==> src/rtl/hex_disp_pkg.sv <==
// Shared types and helpers for the hex display arbiter: FSM states, owner
// encodings and the leading-zero blanking mask.
package hex_disp_pkg;

    typedef enum logic {
        IDLE = 1'b0,
        HOLD = 1'b1
    } state_e;

    localparam logic OWNER_A = 1'b0;
    localparam logic OWNER_B = 1'b1;

    // Widest display the mask helper supports; callers zero-extend narrower values.
    localparam int unsigned MAX_DIGITS = 16;

    // Bit i set when every nibble from i upward is zero; digit 0 always shown.
    function automatic logic [MAX_DIGITS-1:0] lead_zero_mask(input logic [4*MAX_DIGITS-1:0] value);
        logic [MAX_DIGITS-1:0] mask;
        logic                  seen;
        mask = '0;
        seen = 1'b0;
        for (int unsigned i = MAX_DIGITS - 1; i >= 1; i--) begin
            if (value[4*i +: 4] != 4'h0) seen = 1'b1;
            mask[i] = ~seen;
        end
        return mask;
    endfunction

endpackage

==> src/rtl/hex_rr_arbiter2.sv <==
// Two-way round-robin grant: a lone request wins outright; on a tie the
// requester that did not win last time is granted. Purely combinational.
module hex_rr_arbiter2
    import hex_disp_pkg::*;
(
    input  logic req_a,
    input  logic req_b,
    input  logic last,
    input  logic en,
    output logic gnt_a,
    output logic gnt_b
);

    assign gnt_a = en & req_a & (~req_b | (last == OWNER_B));
    assign gnt_b = en & req_b & (~req_a | (last == OWNER_A));

endmodule

==> src/rtl/hex_display_arbiter.sv <==
// Shares the 7-segment digit bank between producer A and producer B, holding
// each granted value for HOLD_CYCLES. Define HEX_LEADING_ZERO_BLANK_EN to blank leading zeros.
module hex_display_arbiter
    import hex_disp_pkg::*;
#(
    parameter int NUM_DIGITS  = 6,
    parameter int HOLD_CYCLES = 50_000_000,
    parameter int CNT_W       = 26
) (
    input  logic                    clk,
    input  logic                    resetn,
    input  logic                    req_a,
    input  logic [4*NUM_DIGITS-1:0] data_a,
    output logic                    ack_a,
    input  logic                    req_b,
    input  logic [4*NUM_DIGITS-1:0] data_b,
    output logic                    ack_b,
    output logic [4*NUM_DIGITS-1:0] digits,
    output logic [NUM_DIGITS-1:0]   blank,
    output logic                    owner,
    output logic                    busy
);

    state_e                  state_q;
    logic [CNT_W-1:0]        cnt_q;
    logic [4*NUM_DIGITS-1:0] digits_q;
    logic [NUM_DIGITS-1:0]   blank_q;
    logic                    ack_a_q;
    logic                    ack_b_q;
    logic                    owner_q;
    logic                    busy_q;
    logic                    last_q;

    logic                    gnt_a;
    logic                    gnt_b;
    logic [4*NUM_DIGITS-1:0] data_d;
    logic [NUM_DIGITS-1:0]   blank_d;

    hex_rr_arbiter2 u_arb (
        .req_a (req_a),
        .req_b (req_b),
        .last  (last_q),
        .en    (state_q == IDLE),
        .gnt_a (gnt_a),
        .gnt_b (gnt_b)
    );

    assign data_d = gnt_b ? data_b : data_a;

`ifdef HEX_LEADING_ZERO_BLANK_EN
    logic [4*MAX_DIGITS-1:0] data_wide;
    logic [MAX_DIGITS-1:0]   lz_mask;
    logic                    lz_mask_unused;

    always_comb begin
        data_wide                   = '0;
        data_wide[4*NUM_DIGITS-1:0] = data_d;
        lz_mask                     = lead_zero_mask(data_wide);
        blank_d                     = lz_mask[NUM_DIGITS-1:0];
    end

    assign lz_mask_unused = &{1'b0, lz_mask};
`else
    assign blank_d = '0;
`endif

    always_ff @(posedge clk or negedge resetn) begin
        if (!resetn) begin
            state_q  <= IDLE;
            cnt_q    <= '0;
            digits_q <= '0;
            blank_q  <= '1;
            ack_a_q  <= 1'b0;
            ack_b_q  <= 1'b0;
            owner_q  <= OWNER_A;
            busy_q   <= 1'b0;
            last_q   <= OWNER_B;
        end else begin
            ack_a_q <= 1'b0;
            ack_b_q <= 1'b0;
            case (state_q)
                IDLE: begin
                    if (gnt_a || gnt_b) begin
                        digits_q <= data_d;
                        blank_q  <= blank_d;
                        owner_q  <= gnt_b ? OWNER_B : OWNER_A;
                        last_q   <= gnt_b ? OWNER_B : OWNER_A;
                        ack_a_q  <= gnt_a;
                        ack_b_q  <= gnt_b;
                        cnt_q    <= CNT_W'(HOLD_CYCLES - 1);
                        busy_q   <= 1'b1;
                        state_q  <= HOLD;
                    end
                end
                HOLD: begin
                    if (cnt_q == '0) begin
                        busy_q  <= 1'b0;
                        state_q <= IDLE;
                    end else begin
                        cnt_q <= cnt_q - CNT_W'(1);
                    end
                end
                default: state_q <= IDLE;
            endcase
        end
    end

    assign ack_a  = ack_a_q;
    assign ack_b  = ack_b_q;
    assign digits = digits_q;
    assign blank  = blank_q;
    assign owner  = owner_q;
    assign busy   = busy_q;

endmodule

==> config.mk <==
export PLATFORM = sky130hd
export DESIGN_NAME = hex_display_arbiter
export DESIGN_NICKNAME = d
export VERILOG_FILES = /design/src/rtl/hex_disp_pkg.sv /design/src/rtl/hex_rr_arbiter2.sv /design/src/rtl/hex_display_arbiter.sv
export SDC_FILE = /design/constraint.sdc
export NUM_CORES = 1
export LEC_CHECK = 0
export CORE_MARGIN = 1.5
export CORE_UTILIZATION = 40
export DETAILED_ROUTE_END_ITERATION = 7
export PLACE_DENSITY = 0.72
export SETUP_SLACK_MARGIN = 0.02
export SLEW_MARGIN = 20
export SYNTH_ARGS = -nofsm -noshare
export SYNTH_HDL_FRONTEND = slang
export SYNTH_SLANG_ARGS = --single-unit
==> constraint.sdc <==
create_clock -name clk -period 2 [get_ports clk]
set_input_delay 0.6 -clock clk [delete_from_list [all_inputs] [get_ports clk]]
set_output_delay 0.6 -clock clk [all_outputs]
set_load 0.1 [all_outputs]
==> impl_results.md <==
* Post-synth EDFFs at 0
* CTS tree: yes
* Startpoint Class: register
* Number of global-route vias before repair at 2648
* Fill cells at 514
* Synth cell types at 46
* Crit path largest cell delay at 430 ps
* Longest Clk Path Bufs at 2
* CP delay by family, top: compound AO/OA/AOI/OAI gates
* Pre-CTS setup slack at -51.6 ps
* CP max-delay cell: a311o_2
* Post-synthesis cell type with the largest combined area: dfrtp_1
* Antenna-violating nets left at 0
* R2R depth at 7
* H-tree Lvls at 3
* Final hold violations at 0
* Commonest non-fill, non-tap cell in the layout: dfrtp_1
* Initial Util at 0.417
* Final Wtd Congestion at 0.906
* DRC violations left at 0
* Reg2reg start: cnt_q[0]
* Sequential share of the synthesized area at 0.499
* # rows at 30
* Top FF cell, synth: dfrtp_1
* # IOs at 86
* Hold Path Class: in2async
* Syn Inst Count at 287
* Overall Global Routing Usage at 0.221
* CTS clk-pin slew, worst paths at 70 ps
* Gr ovfl total at 0
* Crit path required time at 2220 ps
* PortBufs at 85
* Clock Latency Late Sink at 340 ps
* Max Cap Viol at 0
* Initial antenna violation count at 0
* Share of cells above drive strength 1 at 0.319
* Final Max Tran Viols at 0
* Layout Skew at 4.44 ps
* Area contributors post-synth: dfrtp_1 (48%), mux2i_1 (10%), nand2_1 (5.9%)
* Final TNS setup at -393 ps
* DR pass1 iterations at 5
* Worst slew margin at 0.732
* Wire length per cell at 16.4 µm
* Crit end category: register
* Chip width at 87.6 µm
* Synth top area share at 0.480
* Synthesized Nets at 340
* Die Area at 7680 µm²
* Period utilization at 1.06
* CTS Buf Count at 9
* Failing checks: setup timing
* Worst setup margin at -115 ps
* Area growth, synth to finish at 68.9%
* Leak pwr at 2.08 nW
* Mean post-synth cell area at 9.98 µm²
* Fmax at 473 MHz
* Kind of critical path: reg2reg
* P per Cell Area at 580 nW/µm²
* Via/cell ratio at 5.34
* Status: finished with violations
* Mapped cell area at 2870 µm²
* Max FO, Critical Path at 5
* Hpwl dp at 5.59 mm
* Seq cells post-synth at 57
* Most frequent cells in the layout: dfrtp_1 (55), clkdlybuf4s50_1 (50), nand2_1 (44), buf_12 (38), buf_4 (33)
* CP Cell Sequence: nor4_1, buf_4, nand4b_1, a311o_2, buf_4, o31ai_2, nand3_1
* Antenna cell count at 0
* Initial DRC count at 159
* Clock sink count at 57
* RSZ-0062 raised after global routing: true
* Root buf cell: clkbuf_8
* YS warnings at 0
* Reg area at 1430 µm²
* Global-route wire length before repair at 12.6 mm
* Worst slew pin tran at 398 ps
* Most frequent CP cell: buf_4
* DR vias at 2707
* Tmin final at 2120 ps
* Multi-input combinational cell area at 1480 µm²
* Worst Path Arrival at 2340 ps
* Wirelength, routed at 8.30 mm
* WP buf/inv at 2
* Die height at 87.6 µm
* Async SR Flop Fraction at 1.00
* Worst-case vdd ir drop at 352 µV
* Nets at 459
* RR Endpoint: cnt_q[19]
* Endpoints failing setup at 6
* Reg2reg setup slack at -120 ps
* Largest net degree at the start of global routing at 58
* Core Region at 6870 µm²
## final cells by class
class | count | area share
Sequential cell | 57 | 0.295
Clock buffer | 11 | 0.0313
Tap cell | 96 | 0.0248
Inverter | 6 | 0.00465
Timing Repair Buffer | 126 | 0.322
Multi-Input combinational cell | 206 | 0.306
Clock inverter | 5 | 0.0160
## metrics by stage
step	utilization	std cells	cell area [µm²]	total power [W]	hold slack, ps
2_1_floorplan	-	287	2890	0.00137	304
3_3_place_gp	0.642	484	4410	0.00156	478
3_5_place_dp	0.642	484	4410	0.00157	490
4_1_cts	0.677	500	4650	0.00282	256
5_1_grt	0.704	507	4840	0.00293	268
6_report	0.704	507	4840	0.00281	227
## synth_stat cells (all sizes together), types with 3 or more instances
library cell   n
nand2         45
inv            6
mux2i         30
clkbuf        11
nand4          4
xnor2          4
nand3          9
nor2          12
o31ai          6
a21oi          5
or3            5
a211oi         3
and2           3
a31oi          3
o21ai         31
nor3           6
nor4           7
dfrtp         55
or4            7
buf           10
## flip-flops by register name (all words and copies together), names as in the netlist
name / cells
state_q: 1
blank: 1
digits: 24
ack_a: 1
last_q: 1
cnt_q: 26
owner: 1
ack_b: 1
busy: 1
## worst reg2reg max path: stages (launching register included)
cell and delay [ps]:
dfrtp_1 420, nor4_1 330, buf_4 180, nand4b_1 170, a311o_2 430, buf_4 170, o31ai_2 180, nand3_1 100
## how the worst max path moves through the flow
stage | from | to | slack, ps | depth (start not counted)
after floorplan | cnt_q[0] | cnt_q[17] | 10 | 9
after global placement | cnt_q[0] | cnt_q[23] | -2 | 8
after detailed placement | cnt_q[0] | cnt_q[18] | -50 | 7
after CTS | cnt_q[0] | cnt_q[21] | -20 | 7
after global routing | cnt_q[0] | cnt_q[19] | -210 | 7
final | cnt_q[0] | cnt_q[19] | -120 | 7
## where the power goes
group          internal, W  switching, W
logic             0.000178      0.000115
registers          0.00120     0.0000650
clock network     0.000765      0.000478
## repair_timing
action | 4_1_cts | 5_1_grt
resized for setup | 6 | 29
pin swaps | 0 | 11
buffers inserted | 0 | 4
gates cloned | 0 | 3
hold buffers | 0 | 0
setup endpoints to repair | 14 | 23
## metal layers
metal  routed length (µm)  up-vias  track usage
met5                    0        -            0
met4                  161        0       0.0981
met3                  738       15       0.0895
met2                 4230      118        0.369
met1                 3170     1298        0.248
li1                     -     1276            -
## cells by family (layout without fill, tap and decap cells)
group / Yosys count / after routing / synth area share
flops: 57 / 57 / 0.499
mux: 30 / 30 / 0.105
simple gates: 111 / 113 / 0.212
xor+xnor: 5 / 5 / 0.0153
compound gates: 56 / 57 / 0.118
buf+inv: 27 / 148 / 0.0472
fa+ha+maj: 1 / 1 / 0.00437
(Power assumes the default switching activity.)
